<file path="src/rtl/lsu_ctrl.sv">
// ---------------------------------------------------------------------------
// lsu_ctrl - load/store controller between the CPU datapath and a byte-lane
// data memory.
//
// One request at a time is accepted through req/ready. The controller then
// addresses the memory, returns a one-cycle done pulse and, for loads, a
// right-justified and extended result. Misaligned or illegal-size requests
// never reach memory and complete one cycle after accept with err=1.
//
// Handshake: a request is taken on the rising clk edge where req & ready are
// both 1. ready is high only in IDLE. The requester keeps req and its
// operands stable until that edge. done is a single-cycle pulse, and err is
// meaningful only while done=1.
//
// Optional feature macro: LSU_SIGNEXT_EN. When defined, byte/half loads with
// sign=1 sign-extend. Otherwise all byte/half loads zero-extend.
//
// Ports:
//   clk, rst_n           clock, asynchronous active-low reset
//   req, we, size, sign  request strobe and attributes (sampled on accept)
//   addr, wdata          byte address and right-justified store data
//   ready, done, err     handshake and completion status
//   rdata                load result, held between successful loads
//   mem_addr, mem_sel    memory word address and 4-bit lane select
//   mem_wdata, mem_str   lane-positioned store word and write strobe
//   mem_rdata            right-justified memory read data
// ---------------------------------------------------------------------------
module lsu_ctrl #(
   parameter int DATA_WIDTH = 32,
   parameter int ADDR_WIDTH = 10
) (
   input  logic                    clk,
   input  logic                    rst_n,
   input  logic                    req,
   input  logic                    we,
   input  logic [1:0]              size,
   input  logic                    sign,
   input  logic [ADDR_WIDTH+1:0]   addr,
   input  logic [DATA_WIDTH-1:0]   wdata,
   output logic                    ready,
   output logic                    done,
   output logic                    err,
   output logic [DATA_WIDTH-1:0]   rdata,
   output logic [ADDR_WIDTH-1:0]   mem_addr,
   output logic [3:0]              mem_sel,
   output logic [DATA_WIDTH-1:0]   mem_wdata,
   output logic                    mem_str,
   input  logic [DATA_WIDTH-1:0]   mem_rdata
);

`ifdef LSU_SIGNEXT_EN
   localparam logic SIGNEXT = 1'b1;
`else
   localparam logic SIGNEXT = 1'b0;
`endif

   typedef enum logic [1:0] {IDLE, ISSUE, WAIT, DONE} state_t;

   state_t                  state_q, state_d;
   logic                    we_q, sign_q, err_q;
   logic [1:0]              size_q;
   logic [ADDR_WIDTH+1:0]   addr_q;
   logic [DATA_WIDTH-1:0]   wdata_q, rdata_q;
   logic                    legal;
   logic                    mem_active;
   logic [3:0]              sel_calc;
   logic [DATA_WIDTH-1:0]   place_calc, load_ext;
   logic                    fill;
   logic [1:0]              offs;

   // Request legality is decided from the live inputs during IDLE so an
   // illegal request can skip memory entirely.
   always_comb begin
      legal = 1'b0;
      case (size)
         2'b00:   legal = 1'b1;
         2'b01:   legal = ~addr[0];
         2'b10:   legal = (addr[1:0] == 2'b00);
         default: legal = 1'b0;
      endcase
   end

   always_comb begin
      state_d = state_q;
      case (state_q)
         IDLE:    if (req) state_d = legal ? ISSUE : DONE;
         ISSUE:   state_d = we_q ? DONE : WAIT;
         WAIT:    state_d = DONE;
         DONE:    state_d = IDLE;
         default: state_d = IDLE;
      endcase
   end

   // Lane select and store-word placement from the latched request.
   always_comb begin
      offs       = addr_q[1:0];
      sel_calc   = 4'b0000;
      place_calc = '0;
      case (size_q)
         2'b00: begin
            sel_calc   = 4'b0001 << offs;
            place_calc = {24'b0, wdata_q[7:0]} << {offs, 3'b000};
         end
         2'b01: begin
            sel_calc   = offs[1] ? 4'b1100 : 4'b0011;
            place_calc = offs[1] ? {wdata_q[15:0], 16'b0} : {16'b0, wdata_q[15:0]};
         end
         2'b10: begin
            sel_calc   = 4'b1111;
            place_calc = wdata_q;
         end
         default: begin
            sel_calc   = 4'b0000;
            place_calc = '0;
         end
      endcase
   end

   // Load extraction; fill is the extension bit for byte/half loads.
   always_comb begin
      fill     = 1'b0;
      load_ext = mem_rdata;
      case (size_q)
         2'b00: begin
            fill     = SIGNEXT & sign_q & mem_rdata[7];
            load_ext = {{24{fill}}, mem_rdata[7:0]};
         end
         2'b01: begin
            fill     = SIGNEXT & sign_q & mem_rdata[15];
            load_ext = {{16{fill}}, mem_rdata[15:0]};
         end
         default: load_ext = mem_rdata;
      endcase
   end

   always_comb begin
      mem_active = (state_q == ISSUE) || (state_q == WAIT);
      ready      = (state_q == IDLE);
      done       = (state_q == DONE);
      err        = done & err_q;
      mem_str    = (state_q == ISSUE) & we_q;
      mem_sel    = mem_active ? sel_calc : 4'b0000;
      mem_wdata  = mem_active ? place_calc : '0;
      mem_addr   = addr_q[ADDR_WIDTH+1:2];
      rdata      = rdata_q;
   end

   always_ff @(posedge clk or negedge rst_n) begin
      if (!rst_n) begin
         state_q <= IDLE;
         we_q    <= 1'b0;
         sign_q  <= 1'b0;
         size_q  <= 2'b00;
         addr_q  <= '0;
         wdata_q <= '0;
         err_q   <= 1'b0;
         rdata_q <= '0;
      end else begin
         state_q <= state_d;
         if (state_q == IDLE && req) begin
            err_q <= ~legal;
            // An illegal request leaves the memory-side registers alone so
            // mem_addr keeps its previous value.
            if (legal) begin
               we_q    <= we;
               sign_q  <= sign;
               size_q  <= size;
               addr_q  <= addr;
               wdata_q <= wdata;
            end
         end
         if (state_q == WAIT) rdata_q <= load_ext;
      end
   end

endmodule

</file>
<file path="config.mk">
export PLATFORM = sky130hd
export DESIGN_NAME = lsu_ctrl
export DESIGN_NICKNAME = d
export VERILOG_FILES = /design/src/rtl/lsu_ctrl.sv
export SDC_FILE = /design/constraint.sdc
export NUM_CORES = 1
export LEC_CHECK = 0
export BUFFER_PORTS_ARGS = -buffer_cell sky130_fd_sc_hd__buf_2
export CAP_MARGIN = 20
export CORE_MARGIN = 4
export CORE_UTILIZATION = 40
export DETAILED_ROUTE_END_ITERATION = 10
export PLACE_DENSITY_LB_ADDON = 0.12
export SLEW_MARGIN = 20
export SYNTH_ARGS = -nofsm -noshare
export SYNTH_HDL_FRONTEND = slang
export SYNTH_SLANG_ARGS = --single-unit
</file>
<file path="constraint.sdc">
create_clock -name clk -period 1.9 [get_ports clk]
set_input_delay 0 -clock clk [delete_from_list [all_inputs] [get_ports clk]]
set_output_delay 0 -clock clk [all_outputs]
set_load 0.1 [all_outputs]
</file>
# Yosys cells after proc, flatten, opt, wreduce, memory -nomap -nowiden
# Index checks and enable logic that the tools add are counted.
[totals]
in_bits = 83
memories = 0
latchBits = 0
rom_bits = 0
ff_bits = 82
elab_cells = 40
mem_bits_rw = 0
[classes]
n_shift = 2
n_eq_ne = 8
n_mul = 0
n_reduce_logical = 7
n_div = 0
bitwise = 4
muxes = 12
n_lt_le_gt_ge = 0
n_addsub = 0
[op_table]
columns = ["operator", "count"]
rows = [
  ["case mux 32 bit (3 select lines)", 1],
  ["two-way mux 32 bit", 2],
  ["case mux 32 bit (2 select lines)", 1],
  ["<< shifter 8 x 5 -> 32 bit", 1],
  ["case mux 4 bit (3 select lines)", 1],
  ["== test 2 bit (second input constant)", 4],
  ["logical NOT 2 bit", 4],
  ["two-way mux 4 bit", 2],
  ["case mux 2 bit (4 select lines)", 1],
  ["== test 2 x 1 -> 1 bit (second input constant)", 3],
  ["two-way mux 2 bit", 2],
  ["<< shifter 1 x 2 -> 4 bit (first input constant)", 1],
  ["case mux 1 bit (3 select lines)", 1],
  ["AND 1 bit", 2],
  ["inequality test 2 bit (second input constant)", 1],
  ["inverter 1 bit", 2],
  ["AND reduction 2 bit", 1],
  ["logical AND 1 bit", 1],
  ["logical OR 1 bit", 1],
  ["two-way mux 1 bit", 1],
]

# Logic depth before layout (Yosys ltp)
# Gate-level depths: netlist (run 1).
[depth]
ltp_word = 5
ltp_mapped = 7
ltp_nobuf = 5

# Worst setup path after synthesis (run 1)
# OpenSTA, ideal clock, no wires.
[synth_timing]
path_type = "register to output"
from = "reg state_q[1]"
to = "out mem_wdata[6]"
setup_slack_ns = -1.425
arrival_ns = 3.325
path_stages_with_launch = 6
required_time_ns = 1.900
cell_sequence = "dfrtp_1 > inv_1 > ha_1 > nand2_1 > clkbuf_1 > nor3b_1"
[synth_between]
elab_chain_cells = 3
word_cells_on_any_way = 4
classes_between = "eq/ne: 2; mux: 1; reduce/logical: 1"
[synth_rtl]
columns = ["element", "line_no", "text"]
rows = [
  ["from (decl)", "59", "state_t state_q, state_d;"],
  ["from (signal assigned)", "159", "state_q <= state_d;"],
  ["== test 2 x 1 -> 1 bit or == test 2 bit (tied branches)", "137", "mem_active = (state_q == ISSUE) || (state_q == WAIT);"],
  ["logical OR 1 bit *", "137", ""],
  ["two-way mux 32 bit *", "143", "mem_wdata = mem_active ? place_calc : '0;"],
  ["to (decl)", "46", "output logic [DATA_WIDTH-1:0] mem_wdata,"],
]
# Mark *: on every way between the ends. The rest lies on a longest branch, timed or not.

# Worst setup path in the final report (run 1)
[layout_timing]
from = "reg size_q[0]"
to = "out mem_wdata[26]"
[layout_between]
elab_chain_cells = 3
word_cells_on_any_way = 5
classes_between = "eq/ne: 2; mux: 2; reduce/logical: 1"
[layout_rtl]
columns = ["element", "line_no", "text"]
rows = [
  ["from (decl)", "61", "logic [1:0] size_q;"],
  ["from (signal assigned)", "167", "size_q <= size;"],
  ["== test 2 bit, or another cell as far along", "99", "case (size_q)"],
  ["case mux 32 bit (3 select lines) *", "99", ""],
  ["two-way mux 32 bit *", "143", ""],
]
# Marks and branches as above.

==> results of run 1 <==
cell type report:
cell class                      instances  area (um^2)  share of cell area [%]
Sequential cell                        82         2050                    29.3
Inverter                               29          109                    1.55
Timing Repair Buffer                  276         2410                    34.4
Tap cell                              133          166                    2.37
Multi-Input combinational cell        219         2090                    29.7
Clock inverter                          4         32.5                   0.464
Clock buffer                           12          155                    2.21
stage by stage:
stage                     hold WS [ns]  instance area [um^2]  instances  utilization [%]
after global placement         -0.0586                  5770        645             58.5
final                            0.106                  7020        755             71.1
after detailed placement       -0.0495                  5770        645             58.5
after floorplan                 -0.296                  4450        366                -
after CTS                        0.105                  6890        746             69.9
after global routing             0.112                  7020        755             71.1
registers in the layout, summed over array words and instances, names as in the netlist:
signal and cells:
wdata_q 32, size_q 2, we_q 1, state_q 2, err_q 1, rdata 32
addr_q 12
how the worst max path moves through the flow:
stage                           from             to  slack [ns]  cells past startpoint
after floorplan            size_q[1]   mem_wdata[0]       -0.32                      4
final                      size_q[0]  mem_wdata[26]      -0.009                      6
after CTS                  size_q[0]  mem_wdata[27]       0.006                      6
after global routing       size_q[0]  mem_wdata[31]        -0.1                      6
after detailed placement  state_q[1]     mem_sel[3]        0.13                      6
after global placement    state_q[1]     mem_sel[3]        0.19                      6
per-layer routing:
metal  track usage [%]  up-vias
li1                  -     1765
met1              28.3     1841
met2              36.4      121
met3              3.73       22
met4              8.21        0
met5                 0        -
synth_stat cells (10+ instances only):
library cell	number	share of area (%)
sky130_fd_sc_hd__buf_4	10	1.8
sky130_fd_sc_hd__a21oi_1	18	2.2
sky130_fd_sc_hd__dfrtp_1	82	50
sky130_fd_sc_hd__mux2_4	30	11
sky130_fd_sc_hd__mux2_1	25	6.9
sky130_fd_sc_hd__inv_1	27	2.5
sky130_fd_sc_hd__buf_2	11	1.3
sky130_fd_sc_hd__nor2_1	12	1.1
sky130_fd_sc_hd__nand2_1	28	2.6
sky130_fd_sc_hd__o21ai_1	25	3.1
sky130_fd_sc_hd__nand3_1	16	2.0
kinds of logic after synthesis:
logic type / Yosys count / share of synthesized area (%)
flip-flops: 82 / 50.3
multiplexers: 56 / 18.2
adder cells (fa/ha/maj): 5 / 1.53
AND/OR/NAND/NOR: 92 / 12.1
AO/OA/AOI/OAI: 66 / 9.75
buffers and inverters: 65 / 8.15
repair_timing:
action	CTS	global route
gates cloned	1	1
pin swaps	1	4
endpoints found under the setup margin	33	24
resized for setup	22	13
buffers inserted	3	8
hold endpoints to repair	162	0
hold buffers	81	0
==> flow_summary_export.csv, run 1 <==
group,metric,value,unit
clock_network,clock_sink_count,82,
global_routing,antenna_found_initial,0,
logic_synthesis,synth_warnings,0,
detailed_routing,routed.top_layer,"met4",
setup_path,timing.setup.critical_path_class,"reg2out",
timing,max_freq,524,MHz
floorplan,die_area,0.0119,mm^2
status,failed_checks,"setup timing",
timing,tightest_slew,0.537,ns
logic_synthesis,syn-cell-area,0.00408,mm^2
detailed_routing,remaining_drc_errors,0,
detailed_routing,m1WireLength,5280,um
timing,final.setup.tns,-0.0138,ns
placement,dp_worst_setup_slack,0.131,ns
detailed_routing,drt-vias-per-instance,4.97,
layout,layout.cells.most_common,"sky130_fd_sc_hd__buf_2",
setup_path,arrival_time_of_data_at_the_critical_path_endpoint,1.91,ns
clock_network,numCtsBuffers,9,
clock_network,ctsHtreeMaxLevel,3,
timing,slew-limit-headroom,64.0,%
clock_network,worstSkewPairLatency,0.34,ns
clock_network,cts.clk_slew.worst_paths,0.09,ns
setup_path,r2r-start,"state_q[1]",
timing,fin_worst_skew,0.0101,ns
timing,setup_viol_count_final,2,
floorplan,floorplan.initialDensity,41.4,%
global_routing,grt_max_degree,56,
timing,min_period_over_period,100,%
timing,drv_slew,0,
detailed_routing,drtPass1Iterations,5,
clock_network,clock-root-buffer,"sky130_fd_sc_hd__clkbuf_8",
global_routing,grt_pass1_vias,3869,
setup_path,cp-start-kind,"flop",
timing,grt_setup_unrepaired,"true",
setup_path,worstPathMaxFanout,10,
status,run_status,"complete, but fails checks",
timing,final_critical_path_setup_slack,-0.00869,ns
layout,area_growth_syn_to_layout,71.9,%
setup_path,critical-path-slowest-cell,"sky130_fd_sc_hd__dfrtp_2",
setup_path,r2r-end,"wdata_q[26]",
setup_path,worstRegToRegCells,6,
setup_path,critPathCaptureType,"output pin",
layout,fillCellCount,707,
floorplan,num_rows,36,
logic_synthesis,synth-seq-cells,82,
logic_synthesis,asyncSetResetFlopFracSynth,100,%
detailed_routing,drt.antenna.violating_nets,0,
min_path,worst_hold_path_type,"in2async",
logic_synthesis,dominantRegCellSynth,"sky130_fd_sc_hd__dfrtp_1",
logic_synthesis,syn_avg_cell_area,11.2,um^2
detailed_routing,routed-via-count,3749,
layout,layout.nets,705,
global_routing,global_route.usage.total,21.8,%
clock_network,clock_tree_from_tritoncts,"built",
logic_synthesis,post_synth_edffs,0,
detailed_routing,drt_iter0_markers,247,
detailed_routing,avgRoutedWirePerCell,16.9,um
setup_path,ff2ff_setup_slack,0.24,ns
setup_path,worst-endpoint-required,1.90,ns
floorplan,num_io_pins,165,
setup_path,crit_path_cell_trace,"buf_8 > nor4bb_2 > buf_4 > a222oi_1 > nor2_4 > buf_12",
global_routing,first_pass_grt_wire_length,19900,um
placement,port_buffers,163,
detailed_routing,finalWirelength,12800,um
setup_path,crit_path_max_incr_delay,0.45,ns
placement,gp_congestion,0.819,
global_routing,grt_overflow_total,0,
logic_synthesis,synth_fp_nets,454,
timing,finalHoldViolCount,0,
floorplan,horiz_die_dim,109,um
setup_path,cp_num_buf_inv,3,
floorplan,dieHeight,109,um
layout,fraction_of_final_layout_cells_with_drive_strength_greater_than_1,47.6,%
setup_path,critical_path.top_delay_family,"buffers and inverters",
detailed_routing,route.met3.wl,635,um
placement,hpwlAfterDp,8170,um
flow_run,drv_cap,0,
timing,fin_crit,1.91,ns
layout,antenna_cells_inserted,0,
logic_synthesis,number_of_standard_cells_after_synthesis,366,
layout,layout.cells.most_common_list,"126 x sky130_fd_sc_hd__buf_2, 81 x sky130_fd_sc_hd__dlygate4sd3_1, 80 x sky130_fd_sc_hd__dfrtp_1, 30 x sky130_fd_sc_hd__mux2_4, 30 x sky130_fd_sc_hd__buf_12",
logic_synthesis,yosysUniqueCellTypes,35,
floorplan,design.core.area,0.00986,mm^2
clock_network,max-clock-path-buffers,2,
detailed_routing,dr_wl_met2,6590,um
logic_synthesis,ys_seq_area_share,50.3,%
Power of run 1 is not shown: default switching activity piles up to over one toggle a cycle in this logic, so the estimate is an artifact.
==> run 2: changes to the inputs <==
--- a/config.mk
+++ b/config.mk
@@ -5,12 +5,14 @@
 export SDC_FILE = /design/constraint.sdc
 export NUM_CORES = 1
 export LEC_CHECK = 0
+export ABC_AREA = 1
 export BUFFER_PORTS_ARGS = -buffer_cell sky130_fd_sc_hd__buf_2
 export CAP_MARGIN = 20
 export CORE_MARGIN = 4
 export CORE_UTILIZATION = 40
 export DETAILED_ROUTE_END_ITERATION = 10
 export PLACE_DENSITY_LB_ADDON = 0.12
+export SETUP_SLACK_MARGIN = 0.4
 export SLEW_MARGIN = 20
 export SYNTH_ARGS = -nofsm -noshare
 export SYNTH_HDL_FRONTEND = slang
==> run 2 against run 1 <==
Net effect: the flow now finishes without violations; final area up 14%; die area up 17%; via count up 43%; register-to-register slack better by 0.25 ns; non-clock buffer count down 1; first-iteration DRC count up 5.7%; wire length up 26%; flip-flop and latch count unchanged; setup slack better by 0.17 ns; highest routed layer unchanged.
==> flow_summary_export.csv, run 2 <==
group,metric,value,unit
status,run_status,"finished, final reports clean",
placement,gp_congestion,0.851,
logic_synthesis,synth_fp_nets,806,
setup_path,arrival_time_of_data_at_the_critical_path_endpoint,1.74,ns
min_path,worst_hold_path_type,"in2async",
floorplan,die_area,0.0139,mm^2
timing,setup_viol_count_final,0,
clock_network,max-clock-path-buffers,2,
logic_synthesis,post_synth_edffs,0,
detailed_routing,drt-vias-per-instance,4.92,
detailed_routing,remaining_drc_errors,0,
setup_path,worstRegToRegCells,8,
logic_synthesis,syn-cell-area,0.00483,mm^2
global_routing,first_pass_grt_wire_length,26400,um
timing,max_freq,575,MHz
detailed_routing,routed-via-count,5362,
timing,grt_setup_unrepaired,"true",
clock_network,clock_sink_count,82,
layout,area_growth_syn_to_layout,65.4,%
timing,fin_worst_skew,0.00953,ns
setup_path,cp-startpoint,"size_q[1]",
setup_path,worstPathMaxFanout,16,
detailed_routing,drt_iter0_markers,261,
layout,fillCellCount,914,
logic_synthesis,synth.top_cells.by_count,"226 x sky130_fd_sc_hd__nand2_1, 125 x sky130_fd_sc_hd__nor2_1, 105 x sky130_fd_sc_hd__nand3_1, 82 x sky130_fd_sc_hd__dfrtp_1, 68 x sky130_fd_sc_hd__inv_1",
clock_network,numCtsBuffers,9,
setup_path,r2r-end,"wdata_q[15]",
global_routing,grt_pass1_vias,5462,
logic_synthesis,syn_avg_cell_area,6.72,um^2
setup_path,worst_setup_path_endpoint,"mem_wdata[7]",
setup_path,critPathCaptureType,"output pin",
detailed_routing,avgRoutedWirePerCell,14.8,um
setup_path,cp-start-kind,"flop",
logic_synthesis,yosysUniqueCellTypes,17,
placement,port_buffers,163,
timing,drv_slew,0,
logic_synthesis,ys_seq_area_share,42.5,%
setup_path,worst-endpoint-required,1.90,ns
floorplan,num_rows,39,
floorplan,dieHeight,118,um
timing,slew-limit-headroom,66.6,%
layout,layout.cells.most_common,"sky130_fd_sc_hd__nand2_1",
logic_synthesis,netlist.area_leader.share,42.5,%
floorplan,floorplan.initialDensity,41.6,%
layout,fraction_of_final_layout_cells_with_drive_strength_greater_than_1,30.7,%
clock_network,cts.clk_slew.worst_paths,0.06,ns
clock_network,ctsHtreeMaxLevel,3,
clock_network,worstSkewPairLatency,0.33,ns
setup_path,r2r-start,"state_q[1]",
logic_synthesis,dominantRegCellSynth,"sky130_fd_sc_hd__dfrtp_1",
detailed_routing,drt.antenna.violating_nets,0,
layout,layout.nets,1030,
timing,final.setup.tns,0,ns
floorplan,num_io_pins,165,
timing,fin_crit,1.74,ns
logic_synthesis,synth_warnings,0,
global_routing,grt_overflow_total,0,
clock_network,clock-root-buffer,"sky130_fd_sc_hd__clkbuf_16",
setup_path,timing.setup.critical_path_class,"reg2out",
clock_network,clock_tree_from_tritoncts,"built",
floorplan,design.core.area,0.0116,mm^2
timing,min_period_over_period,91.5,%
timing,tightest_slew,0.505,ns
logic_synthesis,synth-seq-cells,82,
layout,layout.cells.most_common_list,"221 x sky130_fd_sc_hd__nand2_1, 124 x sky130_fd_sc_hd__buf_2, 105 x sky130_fd_sc_hd__nand3_1, 81 x sky130_fd_sc_hd__dlygate4sd3_1, 80 x sky130_fd_sc_hd__nor2_1",
global_routing,global_route.usage.total,22.8,%
global_routing,grt_max_degree,50,
detailed_routing,finalWirelength,16100,um
logic_synthesis,number_of_standard_cells_after_synthesis,718,
global_routing,antenna_found_initial,0,
floorplan,horiz_die_dim,118,um
logic_synthesis,synthMostInstantiatedCell,"sky130_fd_sc_hd__nand2_1",
setup_path,ff2ff_setup_slack,0.49,ns
layout,antenna_cells_inserted,0,
logic_synthesis,synth_area_leaders,"sky130_fd_sc_hd__dfrtp_1 43%, sky130_fd_sc_hd__nand2_1 18%, sky130_fd_sc_hd__nand3_1 11%",
timing,finalHoldViolCount,0,
detailed_routing,drtPass1Iterations,5,
placement,hpwlAfterDp,10000,um
logic_synthesis,asyncSetResetFlopFracSynth,100,%
logic_synthesis,dominant_cell_type_by_area_after_synthesis,"sky130_fd_sc_hd__dfrtp_1",
flow_run,drv_cap,0,
==> run 2: cell count changes in the layout (fill, tap and decap cells not counted), moves of 28 or more <==
cell                      change
sky130_fd_sc_hd__nand2_1    +194
sky130_fd_sc_hd__nand3_1     +89
sky130_fd_sc_hd__nor2_1      +79
sky130_fd_sc_hd__inv_1       +35
sky130_fd_sc_hd__mux2_4      -30
sky130_fd_sc_hd__nor2_4      +28
==> run 2: worst min path at each step <==
stage          startpoint   endpoint  cells past startpoint
2_1_floorplan       rst_n  addr_q[0]                      0
4_1_cts             rst_n  rdata[28]                      2
3_5_place_dp        rst_n  rdata[28]                      1
6_report            rst_n  rdata[28]                      2
5_1_grt             rst_n  rdata[28]                      2
3_3_place_gp        rst_n  rdata[28]                      1
==> run 2: stage by stage <==
stage | worst slack (ns) | instance area (um^2) | hold slack, ns | std cells | utilization [%]
2_1_floorplan | 0.333 | 5230 | -0.296 | 718 | -
3_3_place_gp | 0.358 | 6510 | -0.0292 | 976 | 56.0
4_1_cts | 0.189 | 7880 | 0.172 | 1086 | 67.8
5_1_grt | 0.0657 | 7980 | 0.212 | 1090 | 68.7
6_report | 0.161 | 7980 | 0.161 | 1090 | 68.7
3_5_place_dp | 0.294 | 6510 | -0.0222 | 976 | 56.0
==> run 2: kinds of logic (layout without fill, tap and decap cells) <==
group,count (synthesis),count (layout),share of synthesized area [%]
fa+ha+maj,5,5,1.30
mux,8,8,1.87
simple gates,459,459,38.7
compound gates,28,28,2.90
buf+inv,136,365,12.7
flops,82,82,42.5
==> run 2: cell type report <==
cell class                      count  area (um^2)  share of cell area [%]
Tap cell                          143          179                    2.24
Sequential cell                    82         2060                    25.7
Timing Repair Buffer              275         2590                    32.4
Clock buffer                       11          253                    3.17
Clock inverter                      5         60.1                   0.752
Inverter                           72          312                    3.90
Multi-Input combinational cell    500         2500                    31.4
Timing Repair inverter              2         32.5                   0.407
==> run 2: critical path, stage by stage, from the launching register on <==
cell and delay, ns:
sky130_fd_sc_hd__dfrtp_2 0.43, sky130_fd_sc_hd__inv_1 0.09, sky130_fd_sc_hd__nor2_4 0.17, sky130_fd_sc_hd__clkbuf_16 0.21
sky130_fd_sc_hd__nand2_1 0.05, sky130_fd_sc_hd__nand2_1 0.07, sky130_fd_sc_hd__nor2_1 0.06, sky130_fd_sc_hd__nor2_4 0.13
sky130_fd_sc_hd__buf_12 0.18
==> run 2: routing by layer <==
layer  part of all wire, %  up-vias  track usage [%]
li1                      -     2629                -
met1                    40     2482             27.6
met2                    50      223             40.0
met3                   7.6       28             5.24
met4                   2.4        0             7.62
met5                     0        -                0
==> run 2: timing repair <==
action,CTS,global route
hold buffers,81,0
cloned,2,3
pin swaps,2,1
endpoints found under the setup margin,72,78
endpoints found under the hold margin,115,0
buffers inserted,11,1
resized for setup,31,7
Power of run 2 is left out for the same reason.
==> run 3: changes to the inputs <==
--- a/config.mk
+++ b/config.mk
@@ -8,7 +8,6 @@
 export ABC_AREA = 1
 export BUFFER_PORTS_ARGS = -buffer_cell sky130_fd_sc_hd__buf_2
 export CAP_MARGIN = 20
-export CORE_MARGIN = 4
 export CORE_UTILIZATION = 40
 export DETAILED_ROUTE_END_ITERATION = 10
 export PLACE_DENSITY_LB_ADDON = 0.12
==> run 3 against run 2 <==
Net effect: the flow now finishes with violations (DRC); clock-buffer cell count is 1 higher; clock skew is 0.0035 ns higher; via count is 1.4% lower; non-clock buffer count is 2 lower; die area is 9.9% lower; maximum frequency is 0.27% lower; highest routed layer unchanged.
==> flow_summary_export.csv, run 3 (synthesis results as in run 2) <==
group,metric,value,unit
clock_network,clock_sink_count,82,
min_path,worst_hold_path_type,"in2async",
floorplan,dieHeight,112,um
timing,tightest_slew,0.499,ns
global_routing,global_route.usage.total,25.4,%
global_routing,grt_max_degree,41,
global_routing,grt_overflow_total,0,
global_routing,antenna_found_initial,0,
timing,setup_viol_count_final,0,
floorplan,design.core.area,0.0116,mm^2
setup_path,timing.setup.critical_path_class,"reg2out",
setup_path,worst-endpoint-required,1.90,ns
timing,min_period_over_period,91.8,%
detailed_routing,drt-vias-per-instance,4.84,
timing,drv_slew,0,
detailed_routing,finalWirelength,15400,um
setup_path,critical-path-slowest-cell,"sky130_fd_sc_hd__dfrtp_1",
clock_network,cts.clk_slew.worst_paths,0.07,ns
global_routing,global_route.usage.met3,5.12,%
clock_network,clock_tree_from_tritoncts,"built",
clock_network,ctsHtreeMaxLevel,3,
layout,layout.nets,1031,
global_routing,globalRoute.busiestLayer,"met2",
setup_path,worstPathMaxFanout,8,
clock_network,worstSkewPairLatency,0.34,ns
timing,slew-limit-headroom,67.0,%
global_routing,grt_pass1_vias,5314,
clock_network,clock-root-buffer,"sky130_fd_sc_hd__clkbuf_16",
floorplan,horiz_die_dim,112,um
flow_run,drv_cap,0,
layout,area_growth_syn_to_layout,65.2,%
global_routing,grtUsageMet2,46.4,%
status,failed_checks,"DRC",
detailed_routing,drt.antenna.violating_nets,0,
setup_path,crit_path_cell_trace,"inv_2 > ha_4 > buf_12 > clkinv_16 > nor2_4 > buf_12",
floorplan,die_area,0.0125,mm^2
setup_path,worst_path_most_repeated_cell,"sky130_fd_sc_hd__buf_12",
placement,hpwlAfterDp,9720,um
status,run_status,"complete, but fails checks",
detailed_routing,drt_iter0_markers,228,
setup_path,crit_path_max_incr_delay,0.38,ns
timing,fin_crit,1.74,ns
detailed_routing,drtPass1Iterations,8,
global_routing,met1_usage,28.9,%
timing,max_freq,573,MHz
timing,final.setup.tns,0,ns
clock_network,numCtsBuffers,9,
layout,antenna_cells_inserted,0,
placement,gp_congestion,0.828,
layout,fraction_of_final_layout_cells_with_drive_strength_greater_than_1,30.1,%
layout,layout.cells.most_common_list,"221 x sky130_fd_sc_hd__nand2_1, 123 x sky130_fd_sc_hd__buf_2, 105 x sky130_fd_sc_hd__nand3_1, 85 x sky130_fd_sc_hd__nor2_1, 81 x sky130_fd_sc_hd__dlygate4sd3_1",
detailed_routing,avgRoutedWirePerCell,14.1,um
timing,finalHoldViolCount,0,
floorplan,num_rows,39,
floorplan,num_io_pins,165,
layout,layout.cells.most_common,"sky130_fd_sc_hd__nand2_1",
clock_network,max-clock-path-buffers,2,
setup_path,critPathCaptureType,"output pin",
timing,fin_worst_skew,0.0130,ns
timing,grt_setup_unrepaired,"true",
setup_path,arrival_time_of_data_at_the_critical_path_endpoint,1.74,ns
detailed_routing,routed-via-count,5285,
setup_path,cp-start-kind,"flop",
detailed_routing,remaining_drc_errors,8,
floorplan,floorplan.initialDensity,41.7,%
global_routing,first_pass_grt_wire_length,25000,um
placement,port_buffers,163,
run 3: cell types whose count changed in the layout (fill, tap and decap cells not counted), sizes merged:
cell / previous run / this run
bufinv: 1 / 0
clkbuf: 14 / 13
clkinv: 5 / 7
clkinvlp: 4 / 5
run 3: layout make-up:
| cell class | instances | area (um^2) |
|---|---|---|
| flip-flops and latches | 82 | 2050 |
| inverters | 72 | 312 |
| well taps | 143 | 179 |
| clock buffers | 12 | 267 |
| fillers | 939 | 3590 |
| repair inverters | 5 | 118 |
| repair buffers | 273 | 2520 |
| multi-input cells | 500 | 2490 |
| clock inverters | 4 | 32.5 |
run 3: what timing repair did:
item,4_1_cts,5_1_grt
hold buffers,81,0
gates cloned,4,1
gates resized for setup,26,14
endpoints found under the setup margin,111,102
buffers inserted,8,2
hold endpoints to repair,147,0
pin swaps,2,1
run 3: worst paths after layout:
check                       startpoint             to  slack (ns)  cells past startpoint
max reg2reg                 state_q[0]      rdata[22]        0.51                      6
min in group clk              addr[11]     addr_q[11]        0.42                      4
max in group asynchronous        rst_n      size_q[0]        1.18                      3
max                         state_q[1]  mem_wdata[20]        0.16                      6
min                              rst_n       rdata[0]        0.13                      2
min reg2reg                wdata_q[26]    wdata_q[26]        0.47                      2
run 3: metrics by stage:
stage	worst slack [ns]	instances	area, um^2	hold slack, ns	util [%]
detailed placement	0.311	979	6520	-0.0375	56.3
finish	0.156	1091	7970	0.130	68.9
global route	0.0858	1091	7970	0.172	68.9
global placement	0.383	979	6520	-0.0391	56.3
floorplan	0.333	718	5230	-0.296	-
CTS	0.175	1088	7890	0.143	68.3
run 3: worst max-delay path: cells and delay by family, from the launching register on:
family	cells	cell delay, ns
simple gates	1	0.11
fa+ha+maj	1	0.31
buf+inv	4	0.58
flops	1	0.38
run 3: routing by layer:
metal  up-vias  routed length [um]
met5         -                   0
met4         0                 347
met1      2462                6170
met2       168                8050
met3        28                 795
li1       2627                   -
Power of run 3 is left out for the same reason.
